## src/rtl/target_scheduler.sv

```systemverilog
`default_nettype none
// +--------------------------------------------------------------------------+
// | target_scheduler : reflex-game round sequencer (target placement, delay, |
// |   reaction timing, hit/miss tally). Optional macro: TARGET_BEST_RT_EN    |
// |   adds the best_rt_ms output.                                            |
// | Revision 1.0                                                             |
// +--------------------------------------------------------------------------+
module target_scheduler #(
   parameter int unsigned CLK_PER_MS   = 25000,
   parameter int unsigned ROUNDS       = 10,
   parameter int unsigned TIMEOUT_MS   = 1000,
   parameter int unsigned MIN_DELAY_MS = 500,
   parameter int unsigned X_MAX        = 599,
   parameter int unsigned Y_MAX        = 439,
   parameter logic [9:0]  LFSR_SEED    = 10'h2A5
) (
   input  logic        clk,
   input  logic        rst_n,
   input  logic        start,
   input  logic        frame_start,
   input  logic        hit,
   output logic [9:0]  ballX,
   output logic [9:0]  ballY,
   output logic        ball_visible,
   output logic [3:0]  hit_cnt,
   output logic [3:0]  miss_cnt,
   output logic [11:0] last_rt_ms,
   output logic        busy,
   output logic        game_done
`ifdef TARGET_BEST_RT_EN
   ,
   output logic [11:0] best_rt_ms
`endif
);

   localparam int unsigned PRESC_W = (CLK_PER_MS > 1) ? $clog2(CLK_PER_MS) : 1;
   localparam logic [11:0] RT_MAX  = 12'hFFF;

   typedef enum logic [2:0] {
      S_IDLE = 3'd0,
      S_WAIT = 3'd1,
      S_ARM  = 3'd2,
      S_SHOW = 3'd3,
      S_NEXT = 3'd4,
      S_DONE = 3'd5
   } state_t;

   state_t             state_q, state_d;
   logic [9:0]         lfsr_q, lfsr_d;
   logic [PRESC_W-1:0] presc_q, presc_d;
   logic [11:0]        ms_cnt_q, ms_cnt_d;
   logic [11:0]        delay_q, delay_d;
   logic [9:0]         shadow_x_q, shadow_x_d;
   logic [9:0]         shadow_y_q, shadow_y_d;
   logic               y_pend_q, y_pend_d;
   logic [9:0]         ball_x_q, ball_x_d;
   logic [9:0]         ball_y_q, ball_y_d;
   logic               visible_q, visible_d;
   logic [3:0]         hit_cnt_q, hit_cnt_d;
   logic [3:0]         miss_cnt_q, miss_cnt_d;
   logic [3:0]         round_q, round_d;
   logic [11:0]        last_rt_q, last_rt_d;
   logic               busy_q, busy_d;
   logic               done_q, done_d;
`ifdef TARGET_BEST_RT_EN
   logic [11:0]        best_rt_q, best_rt_d;
`endif

   logic [9:0]         y_raw;
   assign y_raw = {1'b0, lfsr_q[8:0]};

   always_comb begin
      state_d    = state_q;
      lfsr_d     = {lfsr_q[8:0], lfsr_q[9] ^ lfsr_q[6]};
      presc_d    = presc_q;
      ms_cnt_d   = ms_cnt_q;
      delay_d    = delay_q;
      shadow_x_d = shadow_x_q;
      shadow_y_d = shadow_y_q;
      y_pend_d   = y_pend_q;
      ball_x_d   = ball_x_q;
      ball_y_d   = ball_y_q;
      visible_d  = visible_q;
      hit_cnt_d  = hit_cnt_q;
      miss_cnt_d = miss_cnt_q;
      round_d    = round_q;
      last_rt_d  = last_rt_q;
`ifdef TARGET_BEST_RT_EN
      best_rt_d  = best_rt_q;
`endif

      // Y is sampled one clock after WAIT entry so it is decorrelated from X.
      if (state_q == S_WAIT && y_pend_q) begin
         shadow_y_d = (y_raw > 10'(Y_MAX)) ? (y_raw - 10'(Y_MAX + 1)) : y_raw;
         y_pend_d   = 1'b0;
      end

      case (state_q)
         S_IDLE, S_DONE: begin
            if (start) begin
               state_d    = S_WAIT;
               hit_cnt_d  = 4'd0;
               miss_cnt_d = 4'd0;
               round_d    = 4'd0;
               last_rt_d  = 12'd0;
`ifdef TARGET_BEST_RT_EN
               best_rt_d  = RT_MAX;
`endif
            end
         end
         S_WAIT: begin
            if (hit) begin
               miss_cnt_d = miss_cnt_q + 4'd1;
               state_d    = S_NEXT;
            end else if (ms_cnt_q == delay_q) begin
               state_d = S_ARM;
            end
         end
         S_ARM: begin
            if (hit) begin
               miss_cnt_d = miss_cnt_q + 4'd1;
               state_d    = S_NEXT;
            end else if (frame_start) begin
               ball_x_d  = shadow_x_q;
               ball_y_d  = shadow_y_q;
               visible_d = 1'b1;
               state_d   = S_SHOW;
            end
         end
         S_SHOW: begin
            if (hit) begin
               last_rt_d = ms_cnt_q;
               hit_cnt_d = hit_cnt_q + 4'd1;
`ifdef TARGET_BEST_RT_EN
               if (ms_cnt_q < best_rt_q) best_rt_d = ms_cnt_q;
`endif
               state_d   = S_NEXT;
            end else if (ms_cnt_q == 12'(TIMEOUT_MS)) begin
               miss_cnt_d = miss_cnt_q + 4'd1;
               state_d    = S_NEXT;
            end
         end
         S_NEXT: begin
            // Round closes on a frame boundary so the target never vanishes mid-frame.
            if (frame_start) begin
               visible_d = 1'b0;
               round_d   = round_q + 4'd1;
               state_d   = (round_d == 4'(ROUNDS)) ? S_DONE : S_WAIT;
            end
         end
         default: state_d = S_IDLE;
      endcase

      if (state_d == S_WAIT && state_q != S_WAIT) begin
         delay_d    = 12'(MIN_DELAY_MS) + {3'b000, lfsr_q[8:0]};
         shadow_x_d = (lfsr_q > 10'(X_MAX)) ? (lfsr_q - 10'(X_MAX + 1)) : lfsr_q;
         y_pend_d   = 1'b1;
      end

      if (state_d != state_q) begin
         presc_d  = '0;
         ms_cnt_d = 12'd0;
      end else if (presc_q == PRESC_W'(CLK_PER_MS - 1)) begin
         presc_d  = '0;
         ms_cnt_d = (ms_cnt_q == RT_MAX) ? RT_MAX : ms_cnt_q + 12'd1;
      end else begin
         presc_d = presc_q + 1'b1;
      end

      busy_d = (state_d == S_WAIT) || (state_d == S_ARM) ||
               (state_d == S_SHOW) || (state_d == S_NEXT);
      done_d = (state_d == S_DONE);
   end

   always_ff @(posedge clk or negedge rst_n) begin
      if (!rst_n) begin
         state_q    <= S_IDLE;
         lfsr_q     <= LFSR_SEED;
         presc_q    <= '0;
         ms_cnt_q   <= 12'd0;
         delay_q    <= 12'd0;
         shadow_x_q <= 10'd0;
         shadow_y_q <= 10'd0;
         y_pend_q   <= 1'b0;
         ball_x_q   <= 10'd0;
         ball_y_q   <= 10'd0;
         visible_q  <= 1'b0;
         hit_cnt_q  <= 4'd0;
         miss_cnt_q <= 4'd0;
         round_q    <= 4'd0;
         last_rt_q  <= 12'd0;
         busy_q     <= 1'b0;
         done_q     <= 1'b0;
`ifdef TARGET_BEST_RT_EN
         best_rt_q  <= RT_MAX;
`endif
      end else begin
         state_q    <= state_d;
         lfsr_q     <= lfsr_d;
         presc_q    <= presc_d;
         ms_cnt_q   <= ms_cnt_d;
         delay_q    <= delay_d;
         shadow_x_q <= shadow_x_d;
         shadow_y_q <= shadow_y_d;
         y_pend_q   <= y_pend_d;
         ball_x_q   <= ball_x_d;
         ball_y_q   <= ball_y_d;
         visible_q  <= visible_d;
         hit_cnt_q  <= hit_cnt_d;
         miss_cnt_q <= miss_cnt_d;
         round_q    <= round_d;
         last_rt_q  <= last_rt_d;
         busy_q     <= busy_d;
         done_q     <= done_d;
`ifdef TARGET_BEST_RT_EN
         best_rt_q  <= best_rt_d;
`endif
      end
   end

   assign ballX        = ball_x_q;
   assign ballY        = ball_y_q;
   assign ball_visible = visible_q;
   assign hit_cnt      = hit_cnt_q;
   assign miss_cnt     = miss_cnt_q;
   assign last_rt_ms   = last_rt_q;
   assign busy         = busy_q;
   assign game_done    = done_q;
`ifdef TARGET_BEST_RT_EN
   assign best_rt_ms   = best_rt_q;
`endif

endmodule
`default_nettype wire

```

## config.mk

```make
export PLATFORM = sky130hd
export DESIGN_NAME = target_scheduler
export DESIGN_NICKNAME = d
export VERILOG_FILES = /design/src/rtl/target_scheduler.sv
export SDC_FILE = /design/constraint.sdc
export NUM_CORES = 1
export LEC_CHECK = 0
export ABC_AREA = 1
export CORE_MARGIN = 1
export CORE_UTILIZATION = 40
export DETAILED_ROUTE_END_ITERATION = 10
export SLEW_MARGIN = 20
export SYNTH_ARGS = -nofsm -noshare
export SYNTH_HDL_FRONTEND = slang
export SYNTH_SLANG_ARGS = --single-unit
```

## constraint.sdc

```tcl
create_clock -name clk -period 2 [get_ports clk]
set_input_delay 0.4 -clock clk [delete_from_list [all_inputs] [get_ports clk]]
set_output_delay 0.4 -clock clk [all_outputs]
set_load 0.1 [all_outputs]
```

# Word level (Yosys, flattened, before mapping)
# Index checks and enable logic that the tools add are counted.
# op_classes
n_reduce_logical	19
magnitude_cmp	2
bitwise_logic	2
n_mux	35
add_sub_neg	8
eq_ne	25
# op_table
operator	count
$mux 12	5
$mux 15	2
$mux 3	9
$mux 4	6
$pmux 12 s2	1
$mux 10	2
$pmux 4 s2	2
$add 15x1->15 const B	1
$eq 15x15->1 const B	1
$pmux 3 s5	1
$ne 2x2->1 const B	7
$add 12x1->12 const B	1
$add 4x1->4 const B	3
$eq 12x10->1 const B	1
$eq 12x12->1	1
$eq 12x12->1 const B	1
$eq 3x2->1 const B	4
$eq 3x3->1 const B	4
$pmux 4 s3	1
$add 9x9->10 const A	1
$gt 10x10->1 const B	1
$reduce_bool 2->1	5
$sub 10x10->10 const B	1
$sub 9x9->10 const B	1
18 further kinds	29
# totals
reg_bits	120
in_bits	5
elab_cells	108
out_inout_bits	43

# Longest topological paths before layout
# Gate-level depths: netlist of run 1.
# depth
ltp_word	9
ltp_mapped	14
depth_no_buf	13

# Worst setup path before layout of run 1
# Ideal clock, no wire load.
# synth_timing
path_type	register to register
from	register ms_cnt_q[0]
to	register delay_q[9]
stages_incl_launch_ff	14
path_slack_ns	0.147
path_buffers	1
setup_ns	0.117
arrival_ns	1.736
required_time_ns	1.883
period_less_slack_ns	1.853
path_cell_list	dfrtp_1 > inv_1 > ha_1 > nand2_1 > nor2_1 > nand3_1 > nor2_1 > nor3_4 > nand2_4 > nor2_8 > nand3_4 > buf_6 > nand2_1 > nand2_1
# synth_via
elab_chain_len	6
word_cells_on_any_way	9
cone_classes	3 x eq/ne; 5 x mux; 1 x reduce/logical
# synth_lines
item	line_no	source
start: declaration	51	logic [11:0] ms_cnt_q, ms_cnt_d;
start signal: assignment	201	ms_cnt_q <= ms_cnt_d;
$eq 12x10->1 / $eq 12x12->1 (equally long branches)	138, 115	
$mux 3 (on tied branches)	138, 115	
$mux 3 (on tied branches)	131, 112	
$pmux 3 s5 (*)	98	case (state_q)
named net state_d[2]	48	state_t state_q, state_d;
$eq 3x1->1 (*)	154	if (state_d == S_WAIT && state_q != S_WAIT) begin
$logic_and 1x1->1 (*)	154	
end signal: assignment	202	delay_q <= delay_d;
end: declaration	52	logic [11:0] delay_q, delay_d;
# The timed path passes the listed nets; every way through them passes the cells marked *.
# A chain may end at the register's enable or synchronous reset.

# Worst setup path in the final report of run 1
# layout_timing
from	register ms_cnt_q[0]
to	register shadow_x_q[9]
# layout_via
elab_chain_len	6
word_cells_on_any_way	9
cone_classes	3 x eq/ne; 5 x mux; 1 x reduce/logical
# layout_lines
item	line_no	source
$eq 12x10->1 / $eq 12x12->1 (equally long branches)	138, 115	
$mux 3 (on tied branches)	138, 115	
$mux 3 (on tied branches)	131, 112	
$pmux 3 s5 (*)	98	
named net state_d[2]	48	
$eq 3x1->1 (*)	154	
$logic_and 1x1->1 (*)	154	
end signal: assignment	203	shadow_x_q <= shadow_x_d;
end: declaration	53	logic [9:0] shadow_x_q, shadow_x_d;
# Marked as above.

==> results.json, run 1 <==
{
  "p_per_area_mw_per_mm2": 1170,
  "syn_nets": 739,
  "status": "complete, no violations",
  "netlist_top_cells_count": "nand2_1, dfrtp_1, inv_1, nor2_1, o21ai_0",
  "cp_max_fo": 9,
  "hold_violations": 0,
  "critical_path_arrival_ns": 2.25,
  "synth_enable_flop_cells": 0,
  "total_power_uw": 9040,
  "place_ws_ns": -0.146,
  "layout_setup_ws_ns": 0.0628,
  "synthTopCellsByArea": "dfrtp_1, nand2_1, inv_1",
  "synthCells": 722,
  "grt_pass1_wl_mm": 21.8,
  "core_mm2": 0.0145,
  "globalRouteMet3Util_pct": 4.49,
  "cpMostUsedCell": "nand2_1",
  "n_antenna_cell": 0,
  "wl_per_cell_um": 13.2,
  "wirelength_mm": 13.4,
  "yosysWarningCount": 0,
  "setup-violations-final": 0,
  "crit_buf_inv": 1,
  "synthFlopType": "dfrtp_1",
  "startpoint_type": "flop",
  "nFillCells": 1369,
  "insertion_delay_ns": 0.43,
  "fin_worst_skew_ns": 0.0123,
  "layout-drive-gt1-share_pct": 25.1,
  "placed_area_mm2": 0.00681,
  "io_buffers": 47,
  "min_path_type": "flop to flop",
  "cts_tree": "yes",
  "dieArea_mm2": 0.0154,
  "numCtsBuffers": 17,
  "clk_path_buf_depth": 2,
  "grt_util_met2_pct": 28.7,
  "rsz0062_at_grt": "yes",
  "ys_ff_latch": 116,
  "critPathMaxStageDelay_ns": 0.40,
  "drtIter0Drc": 263,
  "path_clk_slew_ns": 0.06,
  "cts_root_buf": "clkbuf_16",
  "pin_count": 48,
  "crit_type": "flop to flop",
  "die_h_um": 124,
  "viasPerCell": 4.89,
  "synth_top_area_cell": "dfrtp_1",
  "firstDrtPassIters": 4,
  "num_vias": 4991,
  "syn_area_mm2": 0.00596,
  "finalCriticalPeriod_ns": 1.94,
  "place_inst": 976,
  "cp_top_family": "simple AND/OR/NAND/NOR gates",
  "use_met1_pct": 24.5,
  "clock.fmax_mhz": 516,
  "whs_ns": 0.423,
  "drv_cap": 0,
  "busiest_layer": "met2",
  "ys_types": 39,
  "place_congestion": 0.860,
  "die_w_um": 124,
  "yosysMostFrequentCell": "nand2_1",
  "stdcell_area_mm2": 0.00772,
  "final_cells": 1020,
  "track_usage_pct": 18.4,
  "start_util_pct": 41.0,
  "grt_pass1_vias": 4616,
  "critPathRequiredTime_ns": 2.32,
  "nNetsFinal": 840,
  "irDropWorstVdd_mv": 0.585,
  "crit_path_end_kind": "flop",
  "synth_async_sr_flop_share_pct": 100,
  "antenna_left": 0,
  "leakage_uw": 0.00378,
  "antenna_found_initial": 0,
  "tightest_slew_ns": 0.473,
  "grt_start_max_net_pins": 58,
  "relSlewSlack_pct": 68.4,
  "cpMaxStageDelayCell": "dfrtp_1",
  "finalCritPeriodShare_pct": 96.9,
  "htreeDepth": 4,
  "synthToLayoutAreaGrowth_pct": 29.5,
  "ys_seq_area_share_pct": 48.8,
  "finalMaxSlewViolations": 0,
  "num_rows": 44,
  "yosys.area.top_type_share_pct": 46.6,
  "remaining_drc_errors": 0,
  "syn_area_per_cell_um2": 8.25,
  "path_cells": "inv_2, ha_1, nand2_1, nor2_1, nand3_1, nor2_1, nor3_4, nand2_4, nor2_8, nand3_4, nand2_1, nand2_1",
  "grt-ovfl-total": 0,
  "cts.sinks": 116,
  "dp_hpwl_mm": 9.44
}
power breakdown:
part / leakage (uW) / switching, uW / total [uW] / internal (uW)
clock: 0.000307 / 1150 / 3280 / 2130
sequential: 0.00157 / 160 / 2720 / 2560
combinational: 0.00191 / 1990 / 3050 / 1060
total: 0.00378 / 3300 / 9040 / 5750
sequential cells by signal, indices dropped and copies added (netlist names):
| register | cells |
|---|---|
| ballX | 10 |
| ballY | 10 |
| ball_visible | 1 |
| busy | 1 |
| delay_q | 8 |
| game_done | 1 |
| hit_cnt | 4 |
| last_rt_ms | 12 |
| lfsr_q | 10 |
| miss_cnt | 4 |
| ms_cnt_q | 12 |
| presc_q | 15 |
| round_q | 4 |
| shadow_x_q | 10 |
| shadow_y_q | 10 |
| state_q | 3 |
| y_pend_q | 1 |
layer usage:
metal / vias up / wire length, um
met1: 2377 / 6450
met4: 0 / 202
li1: 2530 / -
met5: - / 0
met2: 69 / 6380
met3: 15 / 402
cell type report:
cell class	instances	area, um^2	area share (%)
multi-input combinational	496	2700	35.0
tap	184	230	2.98
timing repair buffer	101	881	11.4
sequential	116	2910	37.7
clock buffer	18	439	5.69
clock inverter	14	201	2.61
inverter	91	350	4.54
cell usage in the layout, fill, tap and decap left out, types with 5 or more instances in the layout:
cell type and count:
mux2_2 11, nand4_1 28, buf_12 7, inv_2 11, clkinv_4 6, o21ai_1 8
nand3_1 28, nand3_4 5, a21oi_1 16, nor2_2 14, dfrtp_1 109, nor2_1 65
dfstp_2 5, inv_1 77, buf_4 87, xor2_1 17, nand2_1 183, o21ai_2 6
clkbuf_16 18, o21ai_0 48, nor3_1 10, xnor2_1 6, nand2_2 11, ha_1 11
cells by family (layout without fill, tap and decap cells):
kind of cell             after synthesis  count (layout)  synth area share [%]
flip-flops                           116             116                  48.8
buffers and inverters                112             224                  7.92
XOR/XNOR                              23              23                  3.38
multiplexers                          12              12                  2.25
adder cells (fa/ha/maj)               12              12                  2.52
AO/OA/AOI/OAI                         87              87                  7.79
AND/OR/NAND/NOR                      360             362                  27.3
path summary, 6_finish.rpt:
kind / start / to / slack, ns / depth (start not counted)
max: ms_cnt_q[0] / shadow_x_q[9] / 0.06 / 12
min: lfsr_q[1] / lfsr_q[2] / 0.42 / 0
max reg2reg: ms_cnt_q[0] / shadow_x_q[9] / 0.06 / 12
min reg2reg: lfsr_q[1] / lfsr_q[2] / 0.42 / 0
max in group asynchronous: rst_n / lfsr_q[2] / 0.89 / 3
min in group asynchronous: rst_n / last_rt_ms[6] / 0.44 / 2
what timing repair did:
item / in CTS / in global routing
endpoints found under the setup margin: 0 / 63
buffers inserted: 0 / 8
endpoints found under the hold margin: 24 / 0
hold buffers: 1 / 0
gates resized for setup: 0 / 50
stage by stage:
| step | setup TNS (ns) | util [%] |
|---|---|---|
| final | 0 | 53.1 |
| after global routing | -1.68 | 53.1 |
| after CTS | 0 | 51.4 |
| after detailed placement | -8.60 | 46.9 |
| after global placement | -5.67 | 46.9 |
| after floorplan | 0 | - |
(Power assumes the default switching activity.)
==> run 2: changes to the inputs <==
--- a/config.mk
+++ b/config.mk
@@ -6,9 +6,12 @@
 export NUM_CORES = 1
 export LEC_CHECK = 0
 export ABC_AREA = 1
+export CELL_PAD_IN_SITES_DETAIL_PLACEMENT = 1
+export CELL_PAD_IN_SITES_GLOBAL_PLACEMENT = 2
 export CORE_MARGIN = 1
-export CORE_UTILIZATION = 40
+export CORE_UTILIZATION = 35
 export DETAILED_ROUTE_END_ITERATION = 10
+export PLACE_DENSITY_LB_ADDON = 0.1
 export SLEW_MARGIN = 20
 export SYNTH_ARGS = -nofsm -noshare
 export SYNTH_HDL_FRONTEND = slang
==> constraint.sdc (replaced) <==
create_clock -name clk -period 2 [get_ports clk]
set_input_delay 0.4 -clock clk [delete_from_list [all_inputs] [get_ports clk]]
set_output_delay 0.4 -clock clk [all_outputs]
set_load 0.01 [all_outputs]
==> results.json, run 2 (synthesis results as in run 1) <==
{
  "status": "complete, no violations",
  "r2r_start": "ms_cnt_q[1]",
  "pin_count": 48,
  "synthToLayoutAreaGrowth_pct": 40.6,
  "top_register": "presc_q",
  "hold_violations": 0,
  "nFillCells": 1939,
  "dp_hpwl_mm": 11.4,
  "stdcell_area_mm2": 0.00838,
  "grt_pass1_wl_mm": 27.3,
  "io_buffers": 47,
  "irDropWorstVdd_mv": 0.572,
  "firstDrtPassIters": 4,
  "hp-start": "lfsr_q[0]",
  "finalCriticalPeriod_ns": 1.95,
  "clk_path_buf_depth": 2,
  "antenna_left": 0,
  "final_common_cell": "nand2_1",
  "rsz0062_at_grt": "yes",
  "viasPerCell": 4.84,
  "largest_reg_flops": 15,
  "place_congestion": 0.868,
  "grt_pass1_vias": 5459,
  "final_util_pct": 50.5,
  "placed_area_mm2": 0.00710,
  "cts_tree": "yes",
  "wl_per_cell_um": 15.5,
  "finalMaxSlewViolations": 0,
  "remaining_drc_errors": 0,
  "cp_max_fo": 6,
  "grt-ovfl-total": 0,
  "drv_cap": 0,
  "clock.fmax_mhz": 514,
  "drtIter0Drc": 166,
  "insertion_delay_ns": 0.43,
  "finalCritPeriodShare_pct": 97.4,
  "path_clk_slew_ns": 0.06,
  "htreeDepth": 4,
  "n_antenna_cell": 0,
  "layout-drive-gt1-share_pct": 27.3,
  "grt_start_max_net_pins": 50,
  "nNetsFinal": 865,
  "cts_root_buf": "clkbuf_16",
  "track_usage_pct": 19.7,
  "core_mm2": 0.0166,
  "crit_path_end_kind": "flop",
  "startpoint": "ms_cnt_q[1]",
  "numCtsBuffers": 17,
  "finalSetupTns_ns": 0,
  "crit_type": "flop to flop",
  "antenna_found_initial": 0,
  "dieArea_mm2": 0.0175,
  "num_rows": 47,
  "critPathRequiredTime_ns": 2.36,
  "startpoint_type": "flop",
  "critical_path_arrival_ns": 2.31,
  "cts.sinks": 116,
  "start_util_pct": 35.9,
  "tightest_slew_ns": 0.502,
  "die_w_um": 132,
  "leakage_uw": 0.00387,
  "layout_common_cells": "nand2_1, dfrtp_1, inv_1",
  "min_path_type": "flop to flop",
  "wirelength_mm": 16.7,
  "setup-violations-final": 0,
  "num_vias": 5237,
  "p_per_area_mw_per_mm2": 1150,
  "fin_worst_skew_ns": 0.00698,
  "relSlewSlack_pct": 66.5,
  "die_h_um": 132
}
## run 2: cell types whose count changed in the layout (fill, tap and decap cells not counted), moves of 6 or more
cell             delta
nand2_2             +7
buf_4              -26
nor2_4             +19
clkdlybuf4s50_1    +43
inv_6               +6
nand2_1            -10
nor2_1             -22
## run 2: report_power, final
group	switching (uW)	total, uW	internal (uW)
logic	2150	3590	1450
registers	169	2730	2560
clock network	1230	3350	2120
total	3540	9670	6120
## run 2: final timing paths
kind / to / slack (ns) / cells after the start
max reg2reg: presc_q[3] / 0.05 / 13
max: presc_q[3] / 0.05 / 13
max in group asynchronous: lfsr_q[7] / 0.89 / 3
min: lfsr_q[1] / 0.43 / 0
min in group asynchronous: hit_cnt[3] / 0.46 / 2
min reg2reg: lfsr_q[1] / 0.43 / 0
## run 2: per-stage QoR
stage | hold WS (ns) | instances | total power (uW) | worst slack, ns
global route | 0.434 | 1081 | 10200 | -0.0890
floorplan | 0.104 | 722 | 4370 | 0.147
global placement | 0.370 | 1028 | 5160 | -0.0889
CTS | 0.424 | 1062 | 8730 | 0.00193
detailed placement | 0.376 | 1028 | 5250 | -0.185
finish | 0.425 | 1081 | 9670 | 0.0528
## run 2: final cells by class
type	count	area [um^2]	area share (%)
Inverter	91	353	4.21
Tap cell	220	275	3.29
Clock buffer	17	425	5.08
Clock inverter	15	216	2.58
Sequential cell	116	2910	34.8
Timing Repair Buffer	125	1220	14.6
Multi-Input combinational cell	497	2970	35.5
## run 2: what timing repair did
item	4_1_cts	5_1_grt
endpoints found under the setup margin	21	56
buffers inserted	0	14
hold buffers	1	0
pin swaps	0	21
cloned	1	5
endpoints found under the hold margin	28	0
resized for setup	4	116
## run 2: metal layers
layer  routed length [um]  track usage, %
met1                 7700            25.5
met2                 8340            32.5
met3                  455            4.52
met4                  257            6.51
met5                    0               0
## run 2: critical path, cell delays in order (launching register included)
cell       delay, ns
dfrtp_2         0.46
inv_4           0.10
ha_4            0.12
nand2_1         0.05
nor2_2          0.14
nand3_4         0.12
nand2_4         0.10
nand2_2         0.06
nand2_2         0.08
nand2_4         0.08
nand2_4         0.09
nand3_4         0.16
clkbuf_16       0.23
nor2_4          0.08
==> run 3: changes to the inputs <==
--- a/config.mk
+++ b/config.mk
@@ -6,12 +6,11 @@
 export NUM_CORES = 1
 export LEC_CHECK = 0
 export ABC_AREA = 1
-export CELL_PAD_IN_SITES_DETAIL_PLACEMENT = 1
-export CELL_PAD_IN_SITES_GLOBAL_PLACEMENT = 2
+export CAP_MARGIN = 20
 export CORE_MARGIN = 1
-export CORE_UTILIZATION = 35
+export CORE_UTILIZATION = 40
 export DETAILED_ROUTE_END_ITERATION = 10
-export PLACE_DENSITY_LB_ADDON = 0.1
+export REMOVE_ABC_BUFFERS = 1
 export SLEW_MARGIN = 20
 export SYNTH_ARGS = -nofsm -noshare
 export SYNTH_HDL_FRONTEND = slang
==> results.json, run 3 (synthesis results as in run 1) <==
{
  "status": "complete, no violations",
  "top_register": "presc_q",
  "grt_pass1_vias": 4857,
  "num_rows": 44,
  "cp_max_fo": 5,
  "dp_hpwl_mm": 9.39,
  "place_congestion": 0.857,
  "cpMaxStageDelayCell": "dfrtp_1",
  "viasPerCell": 4.90,
  "nNetsFinal": 844,
  "hold_violations": 0,
  "synthToLayoutAreaGrowth_pct": 32.9,
  "min_path_type": "flop to flop",
  "relSlewSlack_pct": 67.5,
  "use_met1_pct": 25.2,
  "reg2reg_slack_ns": 0.08,
  "layout_common_cells": "nand2_1, dfrtp_1, inv_1",
  "dieArea_mm2": 0.0154,
  "pin_count": 48,
  "setup-violations-final": 0,
  "cts_tree": "yes",
  "drv_cap": 0,
  "critPathRequiredTime_ns": 2.35,
  "io_buffers": 47,
  "whs_path_depth": 0,
  "clk_path_buf_depth": 2,
  "p_per_area_mw_per_mm2": 1140,
  "grt_util_met2_pct": 31.5,
  "r2r_start": "ms_cnt_q[1]",
  "stdcell_area_mm2": 0.00792,
  "crit_type": "flop to flop",
  "path_cells": "buf_6, ha_4, nand3_4, nor2_4, nand2_2, nor3_2, nand4_1, buf_6, nand2_2, nand2_2, o21ai_1, inv_1, nor2_1",
  "finalSetupTns_ns": 0,
  "remaining_drc_errors": 0,
  "track_usage_pct": 19.6,
  "die_w_um": 124,
  "n_antenna_cell": 0,
  "crit_path_end_kind": "flop",
  "clock.fmax_mhz": 521,
  "cts.sinks": 116,
  "drtIter0Drc": 245,
  "grt_pass1_wl_mm": 23.0,
  "antenna_found_initial": 0,
  "firstDrtPassIters": 5,
  "htreeDepth": 4,
  "reg2reg_depth": 13,
  "crit_buf_inv": 3,
  "grt_start_max_net_pins": 45,
  "antenna_left": 0,
  "wirelength_mm": 13.9,
  "r2r-end": "ms_cnt_q[3]",
  "final_common_cell": "nand2_1",
  "leakage_uw": 0.00373,
  "wl_per_cell_um": 13.6,
  "busiest_layer": "met2",
  "die_h_um": 124,
  "critPathMaxStageDelay_ns": 0.39,
  "globalRouteMet3Util_pct": 4.62,
  "cpMostUsedCell": "nand2_2",
  "num_vias": 5019,
  "layout-drive-gt1-share_pct": 20.7,
  "largest_reg_flops": 15,
  "placed_area_mm2": 0.00694,
  "insertion_delay_ns": 0.42,
  "fin_worst_skew_ns": 0.00713,
  "numCtsBuffers": 17,
  "path_clk_slew_ns": 0.06,
  "startpoint_type": "flop",
  "min_to": "lfsr_q[2]",
  "critical_path_arrival_ns": 2.27,
  "start_util_pct": 41.0,
  "tightest_slew_ns": 0.487,
  "finalCriticalPeriod_ns": 1.92,
  "cts_root_buf": "clkbuf_16",
  "finalMaxSlewViolations": 0,
  "core_mm2": 0.0145,
  "cp_top_family": "simple AND/OR/NAND/NOR gates",
  "hp-start": "lfsr_q[1]",
  "irDropWorstVdd_mv": 0.701,
  "rsz0062_at_grt": "yes",
  "grt-ovfl-total": 0,
  "finalCritPeriodShare_pct": 96.0
}
run 3: cell types whose count changed in the layout (fill, tap and decap cells not counted), sizes merged:
cell | before | now
buf | 76 | 58
inv | 97 | 89
clkbuf | 19 | 21
nand3 | 34 | 32
clkinvlp | 0 | 3
bufinv | 4 | 6
run 3: layout make-up:
class,instances,area [um^2]
tap,184,230
fill,1310,6610
clock inverter,12,225
clock buffer,20,467
timing repair buffer,106,1030
inverter,91,348
multi-input combinational,495,2710
sequential,116,2910
run 3: per-layer routing:
layer,vias to the layer above,part of all wire (%)
li1,2536,-
met1,2378,47
met2,83,48
met3,22,2.9
met4,0,2.0
met5,-,0
run 3: power by group:
| part | total (uW) | switching (uW) | internal, uW |
|---|---|---|---|
| sequential | 2710 | 149 | 2560 |
| combinational | 2810 | 1690 | 1110 |
| clock | 3520 | 1090 | 2430 |
run 3: repair_timing:
item	4_1_cts	5_1_grt
cloned	1	3
pin swaps	0	13
resized for setup	4	49
endpoints found under the hold margin	28	0
hold buffers	1	0
setup buffers	0	8
setup endpoints to repair	18	60
run 3: per-stage QoR:
step	setup slack (ns)	total power (uW)	cells	hold WS (ns)	utilization (%)
floorplan	0.0817	4160	701	0.104	-
global placement	-0.129	5090	979	0.379	47.8
detailed placement	-0.166	5140	979	0.387	47.8
CTS	0.00549	8780	1013	0.426	52.8
global route	-0.0734	9550	1024	0.435	54.5
finish	0.0794	9030	1024	0.422	54.5
run 3: worst max path at each step:
stage	startpoint	to	cells past startpoint	slack, ns
global route	ms_cnt_q[1]	ms_cnt_q[4]	13	-0.07
floorplan	ms_cnt_q[0]	ms_cnt_q[0]	12	0.08
CTS	ms_cnt_q[1]	delay_q[3]	12	0.005
detailed placement	hit	presc_q[11]	10	-0.17
global placement	hit	ms_cnt_q[0]	10	-0.13
finish	ms_cnt_q[1]	ms_cnt_q[3]	13	0.08
